### src/rtl/apb_uart_regif_if.sv
// ---------------------------------------------------------------------------
// apb_uart_regif_if
// APB3 bus bundle used between a bus master and the UART register block.
//   PSEL, PENABLE, PWRITE : transfer control (master -> slave)
//   PADDR, PWDATA         : address / write data (master -> slave)
//   PRDATA, PREADY,
//   PSLVERR               : read data and completion response (slave -> master)
// ---------------------------------------------------------------------------
interface apb_uart_regif_if #(
    parameter int ADDR_WIDTH = 32,
    parameter int APB_DW     = 32
) ();
    logic                  PSEL;
    logic                  PENABLE;
    logic                  PWRITE;
    logic [ADDR_WIDTH-1:0] PADDR;
    logic [APB_DW-1:0]     PWDATA;
    logic [APB_DW-1:0]     PRDATA;
    logic                  PREADY;
    logic                  PSLVERR;

    modport master (
        output PSEL, PENABLE, PWRITE, PADDR, PWDATA,
        input  PRDATA, PREADY, PSLVERR
    );

    modport slave (
        input  PSEL, PENABLE, PWRITE, PADDR, PWDATA,
        output PRDATA, PREADY, PSLVERR
    );
endinterface

### src/rtl/apb_uart_regif.sv
// ---------------------------------------------------------------------------
// apb_uart_regif
// APB register interface of a UART: pushes/pops the external TX/RX FIFOs,
// holds the line configuration and collects interrupt causes.
//   PCLK, PRESET     : clock, synchronous active-high reset
//   apb (slave)      : APB3 bus (zero wait except the RXDATA pop)
//   tx_data/tx_wr_en : TX FIFO push; tx_full, tx_level FIFO state
//   rx_data/rx_rd_en : RX FIFO pop (data valid the cycle after the pop);
//                      rx_empty, rx_level FIFO state
//   tx/rx_fifo_rst   : one-cycle FIFO flush pulses
//   *_error          : single-cycle receive error events
//   tx_en .. baud_div: line configuration outputs
//   irq              : registered interrupt request
// ---------------------------------------------------------------------------
module apb_uart_regif #(
    parameter int DATA_WIDTH = 8,
    parameter int FIFO_DEPTH = 16,
    parameter int APB_DW     = 32,
    parameter int ADDR_WIDTH = 32,
    localparam int LVL_W     = $clog2(FIFO_DEPTH) + 1
) (
    input  logic                  PCLK,
    input  logic                  PRESET,
    apb_uart_regif_if.slave       apb,
    output logic [DATA_WIDTH-1:0] tx_data,
    output logic                  tx_wr_en,
    input  logic                  tx_full,
    input  logic [LVL_W-1:0]      tx_level,
    input  logic [DATA_WIDTH-1:0] rx_data,
    output logic                  rx_rd_en,
    input  logic                  rx_empty,
    input  logic [LVL_W-1:0]      rx_level,
    output logic                  tx_fifo_rst,
    output logic                  rx_fifo_rst,
    input  logic                  parity_error,
    input  logic                  frame_error,
    input  logic                  overrun_error,
    output logic                  tx_en,
    output logic                  rx_en,
    output logic                  par_en,
    output logic                  par_type,
    output logic                  loopback,
    output logic [7:0]            prescale,
    output logic [15:0]           baud_div,
    output logic                  irq
);
    localparam logic [5:0] A_TXDATA  = 6'h00;
    localparam logic [5:0] A_RXDATA  = 6'h04;
    localparam logic [5:0] A_STATUS  = 6'h08;
    localparam logic [5:0] A_CTRL    = 6'h0C;
    localparam logic [5:0] A_BAUD    = 6'h10;
    localparam logic [5:0] A_FIFOCTL = 6'h14;
    localparam logic [5:0] A_INTSTAT = 6'h18;
    localparam logic [5:0] A_INTEN   = 6'h1C;
    localparam logic [5:0] A_LEVELS  = 6'h20;

    typedef enum logic {IDLE, RX_WAIT} state_t;

    state_t      state_q, state_d;
    logic [4:0]  ctrl_q;
    logic [7:0]  prescale_q;
    logic [15:0] baud_q;
    logic [3:0]  rx_thresh_q, tx_thresh_q;
    logic [2:0]  sticky_q, sticky_d;     // {parity, frame, overrun}
    logic [4:0]  int_en_q;
    logic        irq_q;
    logic        tx_fifo_rst_q, rx_fifo_rst_q;

    logic        access, reg_wr, pready, pslverr;
    logic [5:0]  addr;
    logic [31:0] rd_word;
    logic [2:0]  events, clr;
    logic        tx_low, rx_high;
    logic [3:0]  status;
    logic [4:0]  int_status;
    logic        unused_bits;

    assign access = apb.PSEL & apb.PENABLE;
    assign addr   = apb.PADDR[5:0];
    assign unused_bits = ^{apb.PADDR[ADDR_WIDTH-1:6], apb.PWDATA[APB_DW-1:20]};

    // Live interrupt causes; thresholds compared in a common wide domain so
    // small FIFO depths do not truncate the 4-bit thresholds.
    assign tx_low  = 16'(tx_level) <= 16'(tx_thresh_q);
    assign rx_high = (rx_thresh_q != 4'd0) && (16'(rx_level) >= 16'(rx_thresh_q));
    assign status  = {rx_level == LVL_W'(FIFO_DEPTH), rx_level == '0,
                      tx_level == LVL_W'(FIFO_DEPTH), tx_level == '0};
    assign int_status = {sticky_q, rx_high, tx_low};

    always_comb begin
        state_d  = state_q;
        pready   = 1'b1;
        pslverr  = 1'b0;
        rd_word  = '0;
        tx_wr_en = 1'b0;
        rx_rd_en = 1'b0;
        reg_wr   = 1'b0;
        if (!PRESET) begin
            case (state_q)
                IDLE: if (access) begin
                    case (addr)
                        A_TXDATA:  if (apb.PWRITE && !tx_full) tx_wr_en = 1'b1;
                                   else pslverr = 1'b1;
                        A_RXDATA:  if (!apb.PWRITE && !rx_empty) begin
                                       rx_rd_en = 1'b1;
                                       pready   = 1'b0;
                                       state_d  = RX_WAIT;
                                   end else pslverr = 1'b1;
                        A_STATUS:  if (apb.PWRITE) pslverr = 1'b1;
                                   else rd_word = 32'(status);
                        A_CTRL:    if (apb.PWRITE) reg_wr = 1'b1;
                                   else rd_word = {16'd0, prescale_q, 3'd0, ctrl_q};
                        A_BAUD:    if (apb.PWRITE) reg_wr = 1'b1;
                                   else rd_word = {16'd0, baud_q};
                        A_FIFOCTL: if (apb.PWRITE) reg_wr = 1'b1;
                                   else rd_word = {12'd0, tx_thresh_q, 4'd0, rx_thresh_q, 8'd0};
                        A_INTSTAT: if (apb.PWRITE) reg_wr = 1'b1;
                                   else rd_word = 32'(int_status);
                        A_INTEN:   if (apb.PWRITE) reg_wr = 1'b1;
                                   else rd_word = 32'(int_en_q);
                        A_LEVELS:  if (apb.PWRITE) pslverr = 1'b1;
                                   else rd_word = (32'(rx_level) << 16) | 32'(tx_level);
                        default:   pslverr = 1'b1;
                    endcase
                end
                RX_WAIT: begin
                    // Popped word is returned now; if the master abandoned
                    // the transfer it is simply dropped.
                    state_d = IDLE;
                    if (access) rd_word = 32'(rx_data);
                end
                default: state_d = IDLE;
            endcase
        end
    end

    assign events = {parity_error, frame_error, overrun_error};
    assign clr    = (reg_wr && addr == A_INTSTAT) ? apb.PWDATA[4:2] : 3'd0;

    // A new event wins over a coincident write-1-to-clear.
    generate
        for (genvar gi = 0; gi < 3; gi++) begin : g_sticky
            assign sticky_d[gi] = events[gi] | (sticky_q[gi] & ~clr[gi]);
        end
    endgenerate

    always_ff @(posedge PCLK) begin
        if (PRESET) begin
            state_q       <= IDLE;
            ctrl_q        <= '0;
            prescale_q    <= '0;
            baud_q        <= '0;
            rx_thresh_q   <= '0;
            tx_thresh_q   <= '0;
            sticky_q      <= '0;
            int_en_q      <= '0;
            irq_q         <= 1'b0;
            tx_fifo_rst_q <= 1'b0;
            rx_fifo_rst_q <= 1'b0;
        end else begin
            state_q       <= state_d;
            sticky_q      <= sticky_d;
            irq_q         <= |(int_status & int_en_q);
            tx_fifo_rst_q <= reg_wr && (addr == A_FIFOCTL) && apb.PWDATA[0];
            rx_fifo_rst_q <= reg_wr && (addr == A_FIFOCTL) && apb.PWDATA[1];
            if (reg_wr) begin
                case (addr)
                    A_CTRL: begin
                        ctrl_q     <= apb.PWDATA[4:0];
                        prescale_q <= apb.PWDATA[15:8];
                    end
                    A_BAUD:    baud_q <= apb.PWDATA[15:0];
                    A_FIFOCTL: begin
                        rx_thresh_q <= apb.PWDATA[11:8];
                        tx_thresh_q <= apb.PWDATA[19:16];
                    end
                    A_INTEN:   int_en_q <= apb.PWDATA[4:0];
                    default: ;
                endcase
            end
        end
    end

    assign apb.PREADY  = pready;
    assign apb.PSLVERR = pslverr;
    assign apb.PRDATA  = (pready && !pslverr) ? APB_DW'(rd_word) : '0;

    assign tx_data     = apb.PWDATA[DATA_WIDTH-1:0];
    assign tx_fifo_rst = tx_fifo_rst_q;
    assign rx_fifo_rst = rx_fifo_rst_q;
    assign {loopback, par_type, par_en, rx_en, tx_en} = ctrl_q;
    assign prescale    = prescale_q;
    assign baud_div    = baud_q;
    assign irq         = irq_q;
endmodule

### src/flat_wrapper.sv
// flat-port wrapper written by rule: the top's interface ports become plain ports
module apb_uart_regif_flat 
#(
    parameter int DATA_WIDTH = 8,
    parameter int FIFO_DEPTH = 16,
    parameter int APB_DW     = 32,
    parameter int ADDR_WIDTH = 32,
    localparam int LVL_W     = $clog2(FIFO_DEPTH) + 1
)
  (PCLK, PRESET, tx_data, tx_wr_en, tx_full, tx_level, rx_data, rx_rd_en, rx_empty, rx_level, tx_fifo_rst, rx_fifo_rst, parity_error, frame_error, overrun_error, tx_en, rx_en, par_en, par_type, loopback, prescale, baud_div, irq, apb_PSEL, apb_PENABLE, apb_PWRITE, apb_PADDR, apb_PWDATA, apb_PRDATA, apb_PREADY, apb_PSLVERR);
  apb_uart_regif_if #(.ADDR_WIDTH(ADDR_WIDTH), .APB_DW(APB_DW)) apb_i ();
  input  logic PCLK;
  input  logic PRESET;
  output logic [DATA_WIDTH-1:0] tx_data;
  output logic tx_wr_en;
  input  logic tx_full;
  input  logic [LVL_W-1:0] tx_level;
  input  logic [DATA_WIDTH-1:0] rx_data;
  output logic rx_rd_en;
  input  logic rx_empty;
  input  logic [LVL_W-1:0] rx_level;
  output logic tx_fifo_rst;
  output logic rx_fifo_rst;
  input  logic parity_error;
  input  logic frame_error;
  input  logic overrun_error;
  output logic tx_en;
  output logic rx_en;
  output logic par_en;
  output logic par_type;
  output logic loopback;
  output logic [7:0] prescale;
  output logic [15:0] baud_div;
  output logic irq;
  input wire logic [$bits(apb_i.PSEL)-1:0] apb_PSEL;
  input wire logic [$bits(apb_i.PENABLE)-1:0] apb_PENABLE;
  input wire logic [$bits(apb_i.PWRITE)-1:0] apb_PWRITE;
  input wire logic [$bits(apb_i.PADDR)-1:0] apb_PADDR;
  input wire logic [$bits(apb_i.PWDATA)-1:0] apb_PWDATA;
  output wire logic [$bits(apb_i.PRDATA)-1:0] apb_PRDATA;
  output wire logic [$bits(apb_i.PREADY)-1:0] apb_PREADY;
  output wire logic [$bits(apb_i.PSLVERR)-1:0] apb_PSLVERR;
  assign apb_i.PSEL = apb_PSEL;
  assign apb_i.PENABLE = apb_PENABLE;
  assign apb_i.PWRITE = apb_PWRITE;
  assign apb_i.PADDR = apb_PADDR;
  assign apb_i.PWDATA = apb_PWDATA;
  assign apb_PRDATA = apb_i.PRDATA;
  assign apb_PREADY = apb_i.PREADY;
  assign apb_PSLVERR = apb_i.PSLVERR;
  apb_uart_regif #(.DATA_WIDTH(DATA_WIDTH), .FIFO_DEPTH(FIFO_DEPTH), .APB_DW(APB_DW), .ADDR_WIDTH(ADDR_WIDTH)) u_core (.PCLK(PCLK), .PRESET(PRESET), .apb(apb_i), .tx_data(tx_data), .tx_wr_en(tx_wr_en), .tx_full(tx_full), .tx_level(tx_level), .rx_data(rx_data), .rx_rd_en(rx_rd_en), .rx_empty(rx_empty), .rx_level(rx_level), .tx_fifo_rst(tx_fifo_rst), .rx_fifo_rst(rx_fifo_rst), .parity_error(parity_error), .frame_error(frame_error), .overrun_error(overrun_error), .tx_en(tx_en), .rx_en(rx_en), .par_en(par_en), .par_type(par_type), .loopback(loopback), .prescale(prescale), .baud_div(baud_div), .irq(irq));
endmodule
### config.mk
export PLATFORM = sky130hd
export DESIGN_NAME = apb_uart_regif_flat
export DESIGN_NICKNAME = d
export VERILOG_FILES = /design/src/rtl/apb_uart_regif_if.sv /design/src/rtl/apb_uart_regif.sv /design/src/flat_wrapper.sv
export SDC_FILE = /design/constraint.sdc
export NUM_CORES = 1
export LEC_CHECK = 0
export CORE_MARGIN = 5
export CORE_UTILIZATION = 39
export CTS_CLUSTER_DIAMETER = 150
export CTS_CLUSTER_SIZE = 28
export DETAILED_ROUTE_END_ITERATION = 10
export PLACE_DENSITY = 0.93
export SLEW_MARGIN = 20
export SYNTH_ARGS = -nofsm -noshare
export SYNTH_HDL_FRONTEND = slang
export SYNTH_SLANG_ARGS = --single-unit
### constraint.sdc
create_clock -name PCLK -period 4.3 [get_ports PCLK]
set_clock_uncertainty 0.15 [all_clocks]
set_input_delay 1.29 -clock PCLK [delete_from_list [all_inputs] [get_ports PCLK]]
set_output_delay 1.29 -clock PCLK [all_outputs]
set_load 0.05 [all_outputs]
After elaboration in Yosys (flattened, before gate mapping)
Index checks and enable logic that the tools add are counted.
Widths: inputs -> output; s select.
{"block": "totals", "output_inout_bits": 76, "wordCells": 99, "regBits": 49}
{"block": "classes", "bitwise": 13, "n_reduce_logical": 23, "order_cmp": 2, "muxes": 40, "n_eq_ne": 10}
{"op": "$pmux 32 s7", "n": 1}
{"op": "$mux 32", "n": 4}
{"op": "$pmux 32 s2", "n": 1}
{"op": "$mux 16", "n": 2}
{"op": "$eq 6x5->1 const B", "n": 4}
{"op": "$mux 1", "n": 24}
{"op": "$or 21x5->21", "n": 1}
{"op": "$mux 20", "n": 1}
{"op": "$eq 6x4->1 const B", "n": 2}
{"op": "$eq 5x5->1 const B", "n": 2}
{"op": "$logic_not 5->1", "n": 2}
{"op": "$mux 5", "n": 2}
{"op": "$reduce_or 5->1", "n": 2}
{"op": "$logic_and 1x1->1", "n": 8}
{"op": "$mux 8", "n": 1}
{"op": "$reduce_and 2->1", "n": 4}
{"op": "$eq 6x3->1 const B", "n": 1}
{"op": "$eq 6x6->1 const B", "n": 1}
{"op": "$logic_not 6->1", "n": 1}
{"op": "$and 5x5->5", "n": 1}
{"op": "$ge 5x4->1", "n": 1}
{"op": "$le 5x4->1", "n": 1}
{"op": "$and 1x1->1", "n": 4}
{"op": "$logic_not 1->1", "n": 4}
{"op": "other kinds (8)", "n": 13}

Logic depth before layout (Yosys ltp)
{"block": "logic_depth", "word_depth": 11, "mapped_depth": 8, "ltp_nobuf": 7}

Worst setup path before layout
Ideal clock, no wire load.
{"block": "synth_timing", "kind": "input port to output port", "startpoint": "input port apb_PADDR[3]", "endpoint": "output port apb_PSLVERR", "path_stages": 5, "arrival_ns": 3.487, "path_slack_ns": -0.627, "path_cell_list": "buf_6 nor4_4 a21oi_1 a22o_1 a311oi_1"}
{"block": "synth_via", "elab_chain_cells": 6, "word_cells_on_any_way": 15, "cone_classes": "eq/ne (8); mux (4); reduce/logical (3)"}
{"item": "start: declaration", "line": "flat_wrapper.sv:38", "text": "input wire logic [$bits(apb_i.PADDR)-1:0] apb_PADDR;"}
{"item": "$eq 6x4->1, or another cell as far along", "line": "apb_uart_regif.sv:101", "text": "case (addr)"}
{"item": "$reduce_or 5->1 (no line) or $reduce_or 2->1 (tied branches)"}
{"item": "$pmux 1 s4 (*)", "line": "apb_uart_regif.sv:101"}
{"item": "$mux 1 (*)", "line": "apb_uart_regif.sv:100", "text": "IDLE: if (access) begin"}
{"item": "$mux 1 (*)", "line": "apb_uart_regif.sv:99", "text": "case (state_q)"}
{"item": "$mux 1 (*)", "line": "apb_uart_regif.sv:98", "text": "if (!PRESET) begin"}
{"item": "end: declaration", "line": "flat_wrapper.sv:42", "text": "output wire logic [$bits(apb_i.PSLVERR)-1:0] apb_PSLVERR;"}
Every way passes the cells marked *; elsewhere a longest branch is shown, timed or not.

Worst setup path in the final report
{"block": "layout_timing", "startpoint": "input port rx_level[0]", "endpoint": "output port apb_PRDATA[2]"}
{"block": "layout_via", "elab_chain_cells": 7}
{"item": "start: declaration", "line": "flat_wrapper.sv:21", "text": "input logic [LVL_W-1:0] rx_level;"}
{"item": "$logic_not 5->1", "line": "apb_uart_regif.sv:86", "text": "assign status = {rx_level == LVL_W'(FIFO_DEPTH), rx_level == '0,"}
{"item": "$mux 4", "line": "apb_uart_regif.sv:109", "text": "A_STATUS: if (apb.PWRITE) pslverr = 1'b1;"}
{"item": "$pmux 32 s7", "line": "apb_uart_regif.sv:101"}
{"item": "$mux 32", "line": "apb_uart_regif.sv:100"}
{"item": "$pmux 32 s2", "line": "apb_uart_regif.sv:99"}
{"item": "$mux 32", "line": "apb_uart_regif.sv:98"}
{"item": "$mux 32", "line": "apb_uart_regif.sv:186", "text": "assign apb.PRDATA = (pready && !pslverr) ? APB_DW'(rd_word) : '0;"}
{"item": "end: declaration", "line": "flat_wrapper.sv:40", "text": "output wire logic [$bits(apb_i.PRDATA)-1:0] apb_PRDATA;"}
No other way between the ends.

==> results.yml <==
drt:
  ant_nets: 0
  drtIter0Drc: 233
  via_per_inst: 5.52
  wl_per_cell_um: 19.3
  vias: 3327
  routed_wl_mm: 11.7
  drc: 0
  first_pass_iters: 6
clock_tree:
  cts_root_buffer: "clkbuf_8"
  cts_made_buffers: 5
  ctsHtreeMaxLevel: 2
  cts.reportedPaths.clkPinSlew_ps: 90
  cts_tree: "yes"
  numClockSinks: 49
  cts_buffer_depth: 2
  clk_latency_ps: 300
hold_path:
  hp-class: "reg2reg"
  holdPathEnd: "u_core.sticky_q[2]"
  hold_path_depth: 2
  min_from: "u_core.sticky_q[2]"
power_and_ir_drop:
  clkPwrFrac_pct: 34.5
  pwr-share-seq_pct: 45.2
  switching_power_uw: 271
  p_leak_uw: 0.00199
  internal_power_uw: 740
  ir_drop_mv: 0.244
  power.density_mw_per_mm2: 189
  netSwitchingFraction_pct: 26.8
  power_frac_comb_pct: 20.3
die:
  die_h_um: 97.1
  dieArea_mm2: 0.00943
  initial_core_util_pct: 40.3
  row_count: 31
  core_area_mm2: 0.00733
  num_io_pins: 168
  die_w_um: 97.1
place:
  hpwl_mm: 8.40
  dp_cells: 586
  io_buffers: 118
  gp_congestion: 0.972
worst_setup_path:
  r2r_slack_ps: 1600
  crit_required_ps: 2860
  cpMaxStageDelayCell: "or4_4"
  endpoint_kind: "output pin"
  cp_max_fo: 2
  setup.worst_path.start: "rx_level[0]"
  rr_worst_depth: 7
  crit_path_start_kind: "input pin"
  max_stage_delay_ps: 510
  path_class: "in2out"
  reg2reg_to: "u_core.prescale[3]"
  cp.arrival_ps: 3000
  cp_num_buf_inv: 3
  crit_top_cell: "buf_6"
  path_delay_family: "simple AND/OR/NAND/NOR gates"
  r2r_start: "u_core.state_q"
  crit_path_cell_trace: "buf_6 -> buf_6 -> or4_4 -> or3_4 -> a311o_1 -> a21oi_4 -> buf_12"
layout:
  final_common_cell: "clkdlybuf4s50_1"
  final_cell_mix: "clkdlybuf4s50_1, buf_4, nor2_1"
  final_cells: 603
  antennaDiodeCount: 0
  area_growth_pct: 81.3
  layout-drive-gt1-share_pct: 36.1
  final_nets: 603
synthesis:
  ys_ff_latch: 49
  avgSynthCellArea_um2: 8.65
  synth_ff_type: "dfxtp_1"
  synth_area_mm2: 0.00296
  netlist_instances: 342
  ys_seq_area_share_pct: 33.2
  synth-edff-count: 0
  synth.distinct_cells: 55
  yosysWarnings: 0
  async_reset_ff_share_pct: 0
sta:
  fmax_mhz: 225
  finalWorstSetupSlack_ps: -145
  rsz0062_at_grt: "yes"
  timing.slew.headroom_pct: 43.5
  setup_viol: 10
  layout_worst_path_cycle_share_pct: 103
  layout_min_cycle_time_ps: 4440
  holdWs_ps: 387
  tightest_slew_ps: 846
  hold_violations: 0
  maxSlewViolCount: 0
outcome:
  status: "finished, violations left"
  violations: "negative setup slack"
grt:
  grt_pass1_wl_mm: 17.5
  grt_max_degree: 24
  grt_antenna_before_repair: 0
  grt_overflow: 0
  grt_pass1_vias: 3527
  track_usage_pct: 22.4
flow_run:
  cap_violations: 0
==> layer usage <==
metal	part of all wire, %	GRT usage [%]
met1	36	24.6
met2	51	40.1
met4	3.3	7.56
met3	8.9	7.90
met5	0	0
==> worst max path at each step <==
stage | cells after the start | endpoint
2_1_floorplan | 6 | apb_PRDATA[10]
3_3_place_gp | 10 | apb_PRDATA[1]
3_5_place_dp | 10 | apb_PRDATA[1]
4_1_cts | 7 | apb_PRDATA[2]
5_1_grt | 7 | apb_PRDATA[2]
6_report | 7 | apb_PRDATA[2]
==> what timing repair did <==
action	CTS	global route
setup buffers	9	1
hold buffers	0	0
pin swaps	31	26
setup endpoints to repair	24	23
resized for setup	108	47
==> cell usage after synthesis (4+ instances only) <==
| cell type | number | share of area (%) |
|---|---|---|
| a22oi_1 | 13 | 3.3 |
| dfxtp_1 | 49 | 33 |
| a21oi_1 | 14 | 2.4 |
| and2_1 | 9 | 1.9 |
| buf_4 | 22 | 5.6 |
| a22o_1 | 4 | 1.2 |
| inv_1 | 14 | 1.8 |
| nor3_1 | 5 | 0.85 |
| buf_2 | 7 | 1.2 |
| nor2_1 | 66 | 8.4 |
| nand3_1 | 8 | 1.4 |
| clkbuf_1 | 7 | 0.89 |
| nand2_1 | 11 | 1.4 |
| ha_1 | 8 | 3.4 |
| a222oi_1 | 7 | 2.4 |
| mux2i_1 | 42 | 14 |
==> sequential cells by signal (all words and copies together), names as in the netlist <==
name / count
u_core.baud_div: 16
u_core.prescale: 8
u_core.ctrl_q: 5
u_core.int_en_q: 5
u_core.rx_thresh_q: 4
u_core.tx_thresh_q: 4
u_core.sticky_q: 3
u_core.irq: 1
u_core.rx_fifo_rst: 1
u_core.state_q: 1
u_core.tx_fifo_rst: 1
==> power by group through the flow <==
stage	sequential (µW)	clock (µW)	combinational (µW)
after detailed placement	468	0	178
after floorplan	467	0	86.1
final	457	349	205
after CTS	457	349	192
after global routing	458	369	216
after global placement	468	0	172
==> through the flow <==
step | TNS [ps] | power (µW) | util [%] | area (µm²) | worst slack (ps)
6_report | -597 | 1010 | 73.2 | 5360 | -145
5_1_grt | -1200 | 1040 | 73.2 | 5360 | -181
4_1_cts | -538 | 998 | 70.3 | 5150 | -232
3_5_place_dp | -10480 | 646 | 65.3 | 4790 | -619
3_3_place_gp | -9940 | 640 | 65.3 | 4790 | -626
2_1_floorplan | -1330 | 554 | - | 3080 | -111
==> cells by family (layout without fill, tap and decap cells) <==
logic type | Yosys count | in the layout | synth area share (%)
muxes | 42 | 42 | 14.2
DFF | 49 | 49 | 33.2
adders and majority gates | 8 | 8 | 3.38
other | 1 | 11 | 0.127
AOI/OAI and AO/OA | 58 | 58 | 14.8
xor gates and xnor gates | 1 | 1 | 0.296
and+or+nand+nor | 129 | 129 | 22.5
buffers and inverters | 54 | 206 | 11.5
==> layout make-up <==
cell class,count,area [µm²]
Multi-Input combinational cell,249,2070
Timing Repair Buffer,184,2010
Fill cell,477,1970
Sequential cell,49,981
Tap cell,99,124
Clock buffer,6,82.6
Inverter,14,52.6
Clock inverter,2,37.5
==> tightest hold or removal path, delay by kind of cell (launching register included) <==
kind            cells  cell delay (ps)
flops               1              370
compound gates      1               70
simple gates        1               70
No activity file was read; power rests on OpenSTA's default activity.
